===== config.mk =====
export PLATFORM = sky130hd
export DESIGN_NAME = snoop_bus_arbiter
export DESIGN_NICKNAME = d
export VERILOG_FILES = /design/src/rtl/mesi_types.sv /design/src/rtl/rr_arbiter.sv /design/src/rtl/snoop_bus_arbiter.sv
export SDC_FILE = /design/constraint.sdc
export NUM_CORES = 1
export LEC_CHECK = 0
export ABC_AREA = 1
export CAP_MARGIN = 25
export CORE_MARGIN = 3
export CORE_UTILIZATION = 50
export CTS_BUF_LIST = sky130_fd_sc_hd__clkbuf_8
export DETAILED_ROUTE_END_ITERATION = 12
export MAX_ROUTING_LAYER = met4
export PLACE_DENSITY = 0.93
export SYNTH_ARGS = -nofsm -noshare
export SYNTH_HDL_FRONTEND = slang
export SYNTH_HIERARCHICAL = 1
export SYNTH_SLANG_ARGS = --single-unit

===== constraint.sdc =====
create_clock -name clk -period 2.81 [get_ports clk]
set_input_delay 0.562 -clock clk [delete_from_list [all_inputs] [get_ports clk]]
set_output_delay 0.562 -clock clk [all_outputs]
set_load 0.1 [all_outputs]

===== src/rtl/mesi_types.sv =====
// Shared snoop-bus types: bus command encoding and arbiter FSM states.
package mesi_types;

  typedef enum logic [1:0] {
    No_OP   = 2'b00,
    BusRd   = 2'b01,
    BusRdX  = 2'b10,
    BusUpgr = 2'b11
  } bus_request;

  typedef enum logic [1:0] {
    ARB_IDLE  = 2'b00,
    ARB_BCAST = 2'b01,
    ARB_WAIT  = 2'b10,
    ARB_DONE  = 2'b11
  } arb_state_e;

endpackage


===== src/rtl/rr_arbiter.sv =====
// Combinational rotating-priority picker: first active request at or after base_i, wrapping modulo N.
module rr_arbiter #(
  parameter int unsigned N   = 2,
  localparam int unsigned IW = $clog2(N)
) (
  input  logic [N-1:0]  req_i,
  input  logic [IW-1:0] base_i,
  output logic [N-1:0]  gnt_c_o,
  output logic [IW-1:0] idx_c_o,
  output logic          valid_c_o
);

  int unsigned pos;

  always_comb begin
    gnt_c_o   = '0;
    idx_c_o   = '0;
    valid_c_o = 1'b0;
    pos       = 0;
    for (int unsigned i = 0; i < N; i++) begin
      pos = (32'(base_i) + i) % N;
      if (!valid_c_o && req_i[IW'(pos)]) begin
        gnt_c_o[IW'(pos)] = 1'b1;
        idx_c_o           = IW'(pos);
        valid_c_o         = 1'b1;
      end
    end
  end

endmodule


===== src/rtl/snoop_bus_arbiter.sv =====
// Snoop bus arbiter: one owner per transaction, IDLE -> BCAST -> WAIT -> DONE, all outputs registered.
// Define ARB_ROUND_ROBIN_EN for rotating priority; otherwise fixed priority, lowest index wins.
module snoop_bus_arbiter
  import mesi_types::*;
#(
  parameter int unsigned NUM_CORES = 2,
  parameter int unsigned ADDR_W    = 8,
  localparam int unsigned IDW      = $clog2(NUM_CORES)
) (
  input  logic                 clk,
  input  logic                 rst,
  input  bus_request           cmd_in  [NUM_CORES],
  input  logic [ADDR_W-1:0]    addr_in [NUM_CORES],
  input  logic                 done_in,
  output bus_request           cmd_out,
  output logic [ADDR_W-1:0]    addr_out,
  output logic [IDW-1:0]       src_id,
  output logic                 bus_valid,
  output logic [NUM_CORES-1:0] gnt,
  output logic [NUM_CORES-1:0] ack,
  output logic                 busy
);

  if (NUM_CORES < 2 || NUM_CORES > 16) begin : g_bad_cfg
    $error("snoop_bus_arbiter: NUM_CORES must be within 2..16");
  end

  arb_state_e           state_q, state_d;
  bus_request           win_cmd_q, win_cmd_d;
  logic [ADDR_W-1:0]    win_addr_q, win_addr_d;
  logic [IDW-1:0]       win_id_q, win_id_d;
  logic [NUM_CORES-1:0] owner_oh;
  logic [NUM_CORES-1:0] req;
  logic [IDW-1:0]       base;
  logic [NUM_CORES-1:0] arb_gnt;
  logic [IDW-1:0]       arb_idx;
  logic                 arb_valid;

  bus_request           cmd_out_d;
  logic [ADDR_W-1:0]    addr_out_d;
  logic [IDW-1:0]       src_id_d;
  logic                 bus_valid_d;
  logic [NUM_CORES-1:0] gnt_d;
  logic [NUM_CORES-1:0] ack_d;
  logic                 busy_d;

  always_comb begin
    req = '0;
    for (int unsigned i = 0; i < NUM_CORES; i++) begin
      req[i] = (cmd_in[i] != No_OP);
    end
  end

  assign owner_oh = NUM_CORES'(1) << win_id_q;

`ifdef ARB_ROUND_ROBIN_EN
  logic [IDW-1:0] ptr_q, ptr_d;

  // Priority rotates past the owner only once its transaction has fully retired.
  always_comb begin
    ptr_d = ptr_q;
    if (state_q == ARB_DONE) begin
      ptr_d = (32'(win_id_q) == NUM_CORES - 1) ? '0 : win_id_q + IDW'(1);
    end
  end

  always_ff @(posedge clk or posedge rst) begin
    if (rst) ptr_q <= '0;
    else     ptr_q <= ptr_d;
  end

  assign base = ptr_q;
`else
  assign base = '0;
`endif

  rr_arbiter #(.N(NUM_CORES)) u_rr_arbiter (
    .req_i     (req),
    .base_i    (base),
    .gnt_c_o   (arb_gnt),
    .idx_c_o   (arb_idx),
    .valid_c_o (arb_valid)
  );

  // Next-state and next-output logic; outputs are computed for the state being entered.
  always_comb begin
    state_d     = state_q;
    win_cmd_d   = win_cmd_q;
    win_addr_d  = win_addr_q;
    win_id_d    = win_id_q;
    cmd_out_d   = No_OP;
    addr_out_d  = '0;
    src_id_d    = '0;
    bus_valid_d = 1'b0;
    gnt_d       = '0;
    ack_d       = '0;
    case (state_q)
      ARB_IDLE: begin
        if (arb_valid) begin
          state_d     = ARB_BCAST;
          win_cmd_d   = cmd_in[arb_idx];
          win_addr_d  = addr_in[arb_idx];
          win_id_d    = arb_idx;
          cmd_out_d   = cmd_in[arb_idx];
          addr_out_d  = addr_in[arb_idx];
          src_id_d    = arb_idx;
          gnt_d       = arb_gnt;
          bus_valid_d = 1'b1;
        end
      end
      ARB_BCAST: begin
        state_d    = ARB_WAIT;
        cmd_out_d  = win_cmd_q;
        addr_out_d = win_addr_q;
        src_id_d   = win_id_q;
        gnt_d      = owner_oh;
      end
      ARB_WAIT: begin
        addr_out_d = win_addr_q;
        src_id_d   = win_id_q;
        if (done_in) begin
          state_d = ARB_DONE;
          ack_d   = owner_oh;
        end else begin
          cmd_out_d = win_cmd_q;
          gnt_d     = owner_oh;
        end
      end
      ARB_DONE: state_d = ARB_IDLE;
      default:  state_d = ARB_IDLE;
    endcase
    busy_d = (state_d != ARB_IDLE);
  end

  always_ff @(posedge clk or posedge rst) begin
    if (rst) begin
      state_q    <= ARB_IDLE;
      win_cmd_q  <= No_OP;
      win_addr_q <= '0;
      win_id_q   <= '0;
      cmd_out    <= No_OP;
      addr_out   <= '0;
      src_id     <= '0;
      bus_valid  <= 1'b0;
      gnt        <= '0;
      ack        <= '0;
      busy       <= 1'b0;
    end else begin
      state_q    <= state_d;
      win_cmd_q  <= win_cmd_d;
      win_addr_q <= win_addr_d;
      win_id_q   <= win_id_d;
      cmd_out    <= cmd_out_d;
      addr_out   <= addr_out_d;
      src_id     <= src_id_d;
      bus_valid  <= bus_valid_d;
      gnt        <= gnt_d;
      ack        <= ack_d;
      busy       <= busy_d;
    end
  end

endmodule

==> run summary <==
Post-Synth Adder-Cell Area: 0.0516
Post-Synth Simple-Gate Area: 0.255
TritonCTS Buffers: 5
top-count cell post-synth: nand2_1
CTS tree: built
Root Buffer: clkbuf_8
GRT Util Overall: 0.203
post-synth top area cell: dfrtp_1
FMAX: 451 MHz
Routed Antenna Nets: 0
Synth Flop Type: dfrtp_1
Reg clk slew, reported paths: 60 ps
largest fanout on the critical path: 8
worst slack, placed: 376 ps
Die W: 59.9 um
Area Overhead vs Synth: 30.4%
fin crit share: 0.789
Post-Route Setup TNS: 0 ps
Worst Max-Slew Pin Slew: 527 ps
die extent in y: 59.9 um
vias in the first global route: 1171
# diodes: 0
DR WL/cell: 12.6 um
Netlist cell types: 19
worst-skew pair later-pin latency: 290 ps
grt ovf: 0
Synth top cells by count: nand2_1 (72), dfrtp_1 (30), nor2_1 (16), inv_1 (14), a31oi_1 (10)
CTS sink count: 30
die area: 3590 um^2
Worst Hold Class: reg -> reg
Syn Std Cell Area: 1460 um^2
row cnt: 18
I/O pin total: 40
Max transition margin: 0.649
share of cells above drive strength 1: 0.153
endpoints failing hold: 0
Crit. End Element: register
worst setup margin: 592 ps
max_cap viols: 0
maximum buffer depth of the clock tree: 2
Critical Path AT: 2410 ps
xor/xnor cell area share of the yosys netlist: 0
CTS resizes: 0
Detailed Routing Iterations Pass 1: 4
CP Data Required Time: 3010 ps
Iter 0 DRT Violations: 42
syn avg cell area: 8.22 um^2
Synth warnings: 6
sequential-to-total area share from yosys stat: 0.516
Final Cell Area: 1900 um^2
post-DR vias/cell: 4.92
Area after DPL: 1810 um^2
GPL Wtd Cong: 0.899
first-pass GRT wire length: 5060 um
routed wire length: 3180 um
largest net degree at the start of global routing: 31
Setup violations, final: 0
RSZ-0062 raised after global routing: no
Compound-Gate Fraction of Synth Area: 0.0929
Min Clock Period, post-route: 2220 ps
IO buf count: 39
top cell type's share of synthesized area: 0.516
Syn Inst Count: 177
drt drc: 0
Final Util: 0.727
post-synthesis mux area share: 0
Post-synth EDFFs: 0
Setup Crit Path Kind: in -> reg
nets: 250
number of synthesized register bits: 30
initial antenna violation count: 0
Core Footprint: 2610 um^2
Vias: 1241
Critical Path Start Type: input pin
DP Wirelength: 2290 um
H-tree levels: 2
Initial Util: 0.557
setup bufs post-CTS: 0
ranking of synthesized cells by area: dfrtp_1 (52%), nand2_1 (19%), ha_1 (5.2%)
Hold Buf Count CTS: 0
skew final: 4.91 ps
largest family of logic cells by synthesized area: simple AND/OR/NAND/NOR gates
Final Max Tran Viols: 0
fraction of registers with async set/reset: 1.00
status: completed
[placed cells by master (no fill, tap or decap), drive strengths merged, types with 4 or more instances in the layout]
master	instances
clkbuf	6
nand2	73
nor2	17
conb	4
dfrtp	30
a31oi	10
inv	17
buf	19
clkdlybuf4s50	22
a21oi	11
ha	6
[final cells by class]
class                   instances  area (um^2)
repair buffers                 41          363
well taps                      30         37.5
fillers                       204          714
flip-flops and latches         30          751
multi-input cells             127          596
inverters                      16         60.1
clock inverters                 2         8.76
clock buffers                   6         82.6
[critical path: stages]
cell,delay [ps]
clkdlybuf4s50_1,440
or2_2,300
inv_1,110
nor2_2,60
nor2_1,300
buf_4,240
nand2_1,80
nand2_1,70
nand2_1,70
a21oi_1,170
[sequential cells by signal, indices dropped and copies added (netlist names)]
signal and count:
addr_out 8, win_addr_q 8, ack 2, cmd_out 2, gnt 2, state_q 2
win_cmd_q 2, bus_valid 1, busy 1, src_id 1, win_id_q 1
[logic make-up after synthesis]
logic type,count (synthesis)
and+or+nand+nor,94
AOI/OAI and AO/OA,23
adders and majority gates,6
buffers and inverters,23
DFF,30
other,1
[layer usage]
metal	wire, um	global-route usage	up-vias
li1	-	-	634
met1	1280	0.208	560
met2	1640	0.336	40
met3	192	0.0734	7
met4	66	0.104	0
met5	0	-	-
[worst paths after layout]
| check | start | to | slack (ps) | cells past startpoint |
|---|---|---|---|---|
| max | cmd_in[3] | addr_out[4]$_DFF_PP0_ | 590 | 10 |
| min | win_id_q$_DFFE_PP0P_ | ack[0]$_DFF_PP0_ | 510 | 1 |
| max reg2reg | state_q[0]$_DFF_PP0_ | addr_out[4]$_DFF_PP0_ | 1300 | 6 |
| min reg2reg | win_id_q$_DFFE_PP0P_ | ack[0]$_DFF_PP0_ | 510 | 1 |
| max in group asynchronous | rst | win_cmd_q[0]$_DFFE_PP0P_ | 1880 | 3 |
| min in group asynchronous | rst | bus_valid$_DFF_PP0_ | 660 | 3 |
[stage by stage]
stage               hold slack [ps]  instances
CTS                             502        252
finish                          508        252
global route                    536        252
detailed placement              493        244
floorplan                       463        180
global placement                496        244
Power is left out: the tool's default activity adds up to more than one toggle a clock period on the data nets, which glitch-free logic cannot reach.
==> RTL change: new RTL, same settings <==
`ADDR_W`: 8 -> 7.
--- a/src/rtl/snoop_bus_arbiter.sv
+++ b/src/rtl/snoop_bus_arbiter.sv
@@ -5,5 +5,5 @@
 #(
   parameter int unsigned NUM_CORES = 2,
-  parameter int unsigned ADDR_W    = 8,
+  parameter int unsigned ADDR_W    = 7,
   localparam int unsigned IDW      = $clog2(NUM_CORES)
 ) (
Ports: changed (resized addr_in and addr_out); port bits go from 40 to 37. The function was not compared with the original's and may differ.
==> RTL change against the unedited design <==
Synthesized area down 7.1%; final area down 7.3%; worst hold slack better by 0.00066 ns; sequential cell count down 2; worst setup slack better by 0.057 ns; core utilization down 2.9 points; wire length down 14%.
Power is not shown: default switching activity piles up to over one toggle a cycle in this logic, so the estimate is an artifact.
==> RTL change: results (changes against the unedited design) <==
Logic synthesis:
- The complex-gate fraction of the synthesized area came to 8.60% (-0.68 points).
- Ranked by total cell area, the synthesized netlist is headed by dfrtp_1 52%, nand2_1 19%, ha_1 5.6%, a31oi_1 4.2%, nor2_1 4.2%.
- The share of synthesized registers carrying an async set or reset was 100% (unchanged).
- The multiplexer share of the synthesized area was 0% (unchanged).
- The synthesis warning total came to 6 (unchanged).
- Summed over all instances, the cell type with the most area after synthesis is dfrtp_1.
- The area share of xor/xnor cells in the synthesized design is 0% (unchanged).
- The synthesized-area fraction occupied by adder cells is 5.55% (+0.39 points).
- The commonest cells after synthesis are 67 x nand2_1, 28 x dfrtp_1, 15 x nor2_1, 14 x inv_1, 10 x a21oi_1.
- The sequential element share of the synthesized area is 51.8% (+0.21 points).
- The number of unique standard cell types used by synthesis is 17 (-2).

Final layout:
- In the final layout, the registers with the most flip-flops are addr_out x7, win_addr_q x7.
- The number of nets in the layout is 233 (-6.8%).
- The share of layout cells above drive strength 1 was 13.7% (-1.7 points).
- The final antenna diode count is 0 (unchanged).

Global routing:
- The overall fraction of global-route tracks in use is 17.9% (-2.4 points).
- The initial antenna violation count is 0 (unchanged).
- The number of global-route vias before repair is 1,076 (-8.1%).
- The pin count of the biggest net entering global routing is 29 (-6.5%).
- The wire length of the first global-routing pass was 4.59 mm (-9.4%).

Placement:
- The detailed-placement wirelength estimate is 2.05 mm (-10%).
- The count of port buffers added during placement was 36 (-7.7%).
- The placer congestion estimate is 0.833 (-7.4%).

Critical path:
- The worst endpoint data arrival time is 2.34 ns (-0.07 ns).
- The largest fanout on the critical path is 7 (-1).
- Broken down by cell family, the worst path's largest delay share belongs to simple AND/OR/NAND/NOR gates.
- The maximum cell stage delay along the critical path was 0.41 ns (-0.03 ns).
- The slowest library cell on the worst path is clkdlybuf4s50_1.

STA:
- The final worst clock skew came to 0.00472 ns (-0.000190 ns).
- The hold violation total from the final report came to 0 (unchanged).

Hold path:
- The tightest min-delay check is of the flop to flop type.

CTS:
- The number of buffers inserted to repair setup after CTS was 0 (unchanged).
- The clock network latency to the later pin of the worst-skew pair is 0.27 ns (-0.02 ns).
- The number of CTS-inserted buffers came to 3 (-2).
- The maximum number of buffers from clock root to sink is 2 (unchanged).
- The count of cells resized by post-cts repair is 0 (unchanged).
- The clock-pin slew reported for the worst setup and hold paths after clock tree synthesis is 0.09 ns (+0.03 ns).
- The H-tree depth is 1 (-1).
- The tree is rooted in a clkbuf_8.

Drt:
- The vias after detailed routing came to 1,161 (-6.4%).
- The average wire per standard cell is 11.6 microns (-8.0%).
- The number of nets with antenna violations after routing is 0 (unchanged).
- The detailed router's first-iteration violation count is 44 (+4.8%).
- The number of iterations in the first detailed-routing pass is 4 (unchanged).

Run status:
- The flow ran to the end, and the final reports show no timing, DRC or antenna violations.
-- RTL change: worst paths after layout --
path                                  from      endpoint  slack (ns)  cells past startpoint
worst max-delay path             cmd_in[3]   addr_out[3]        0.65                     10
worst max register to register  state_q[0]   addr_out[3]        1.31                      6
worst min register to register    win_id_q        ack[0]        0.51                      1
max in group asynchronous              rst  win_cmd_q[1]        1.92                      3
worst min-delay path              win_id_q        ack[0]        0.51                      1
min in group asynchronous              rst        gnt[1]        0.64                      3
-- RTL change: metrics by stage --
step	utilization, %	setup WS (ns)	instance area [sq um]	hold WS [ns]	instances
floorplan	-	1.17	1360	0.463	169
finish	69.7	0.650	1760	0.508	235
global placement	66.9	0.545	1690	0.498	231
CTS	69.7	0.676	1760	0.514	235
detailed placement	66.9	0.405	1690	0.504	231
global route	69.7	0.490	1760	0.533	235
-- RTL change: layout make-up --
type                            count  area [sq um]
Clock inverter                      1          30.0
Clock buffer                        3          41.3
Tap cell                           30          37.5
Inverter                           16          60.1
Timing Repair Buffer               38           335
Multi-Input combinational cell    119           554
Fill cell                         199           763
Sequential cell                    28           701
-- RTL change: worst register-to-register path: stages (launching register included) --
cell and delay [ns]:
dfrtp_1 0.41, inv_1 0.15, ha_1 0.21, nand2_1 0.06, inv_1 0.28, nand2_1 0.11, a21oi_1 0.19
-- RTL change: metal layers --
metal	GRT usage [%]	wire [microns]	vias to the layer above
li1	-	-	584
met1	22.6	1200	527
met2	29.5	1300	44
met3	3.12	204	6
met4	4.97	30	0
met5	-	0	-
-- RTL change: logic make-up after synthesis --
group                    count (synthesis)
AO/OA/AOI/OAI                           21
adder cells (fa/ha/maj)                  6
buffers and inverters                   22
flip-flops                              28
other                                    1
AND/OR/NAND/NOR                         88
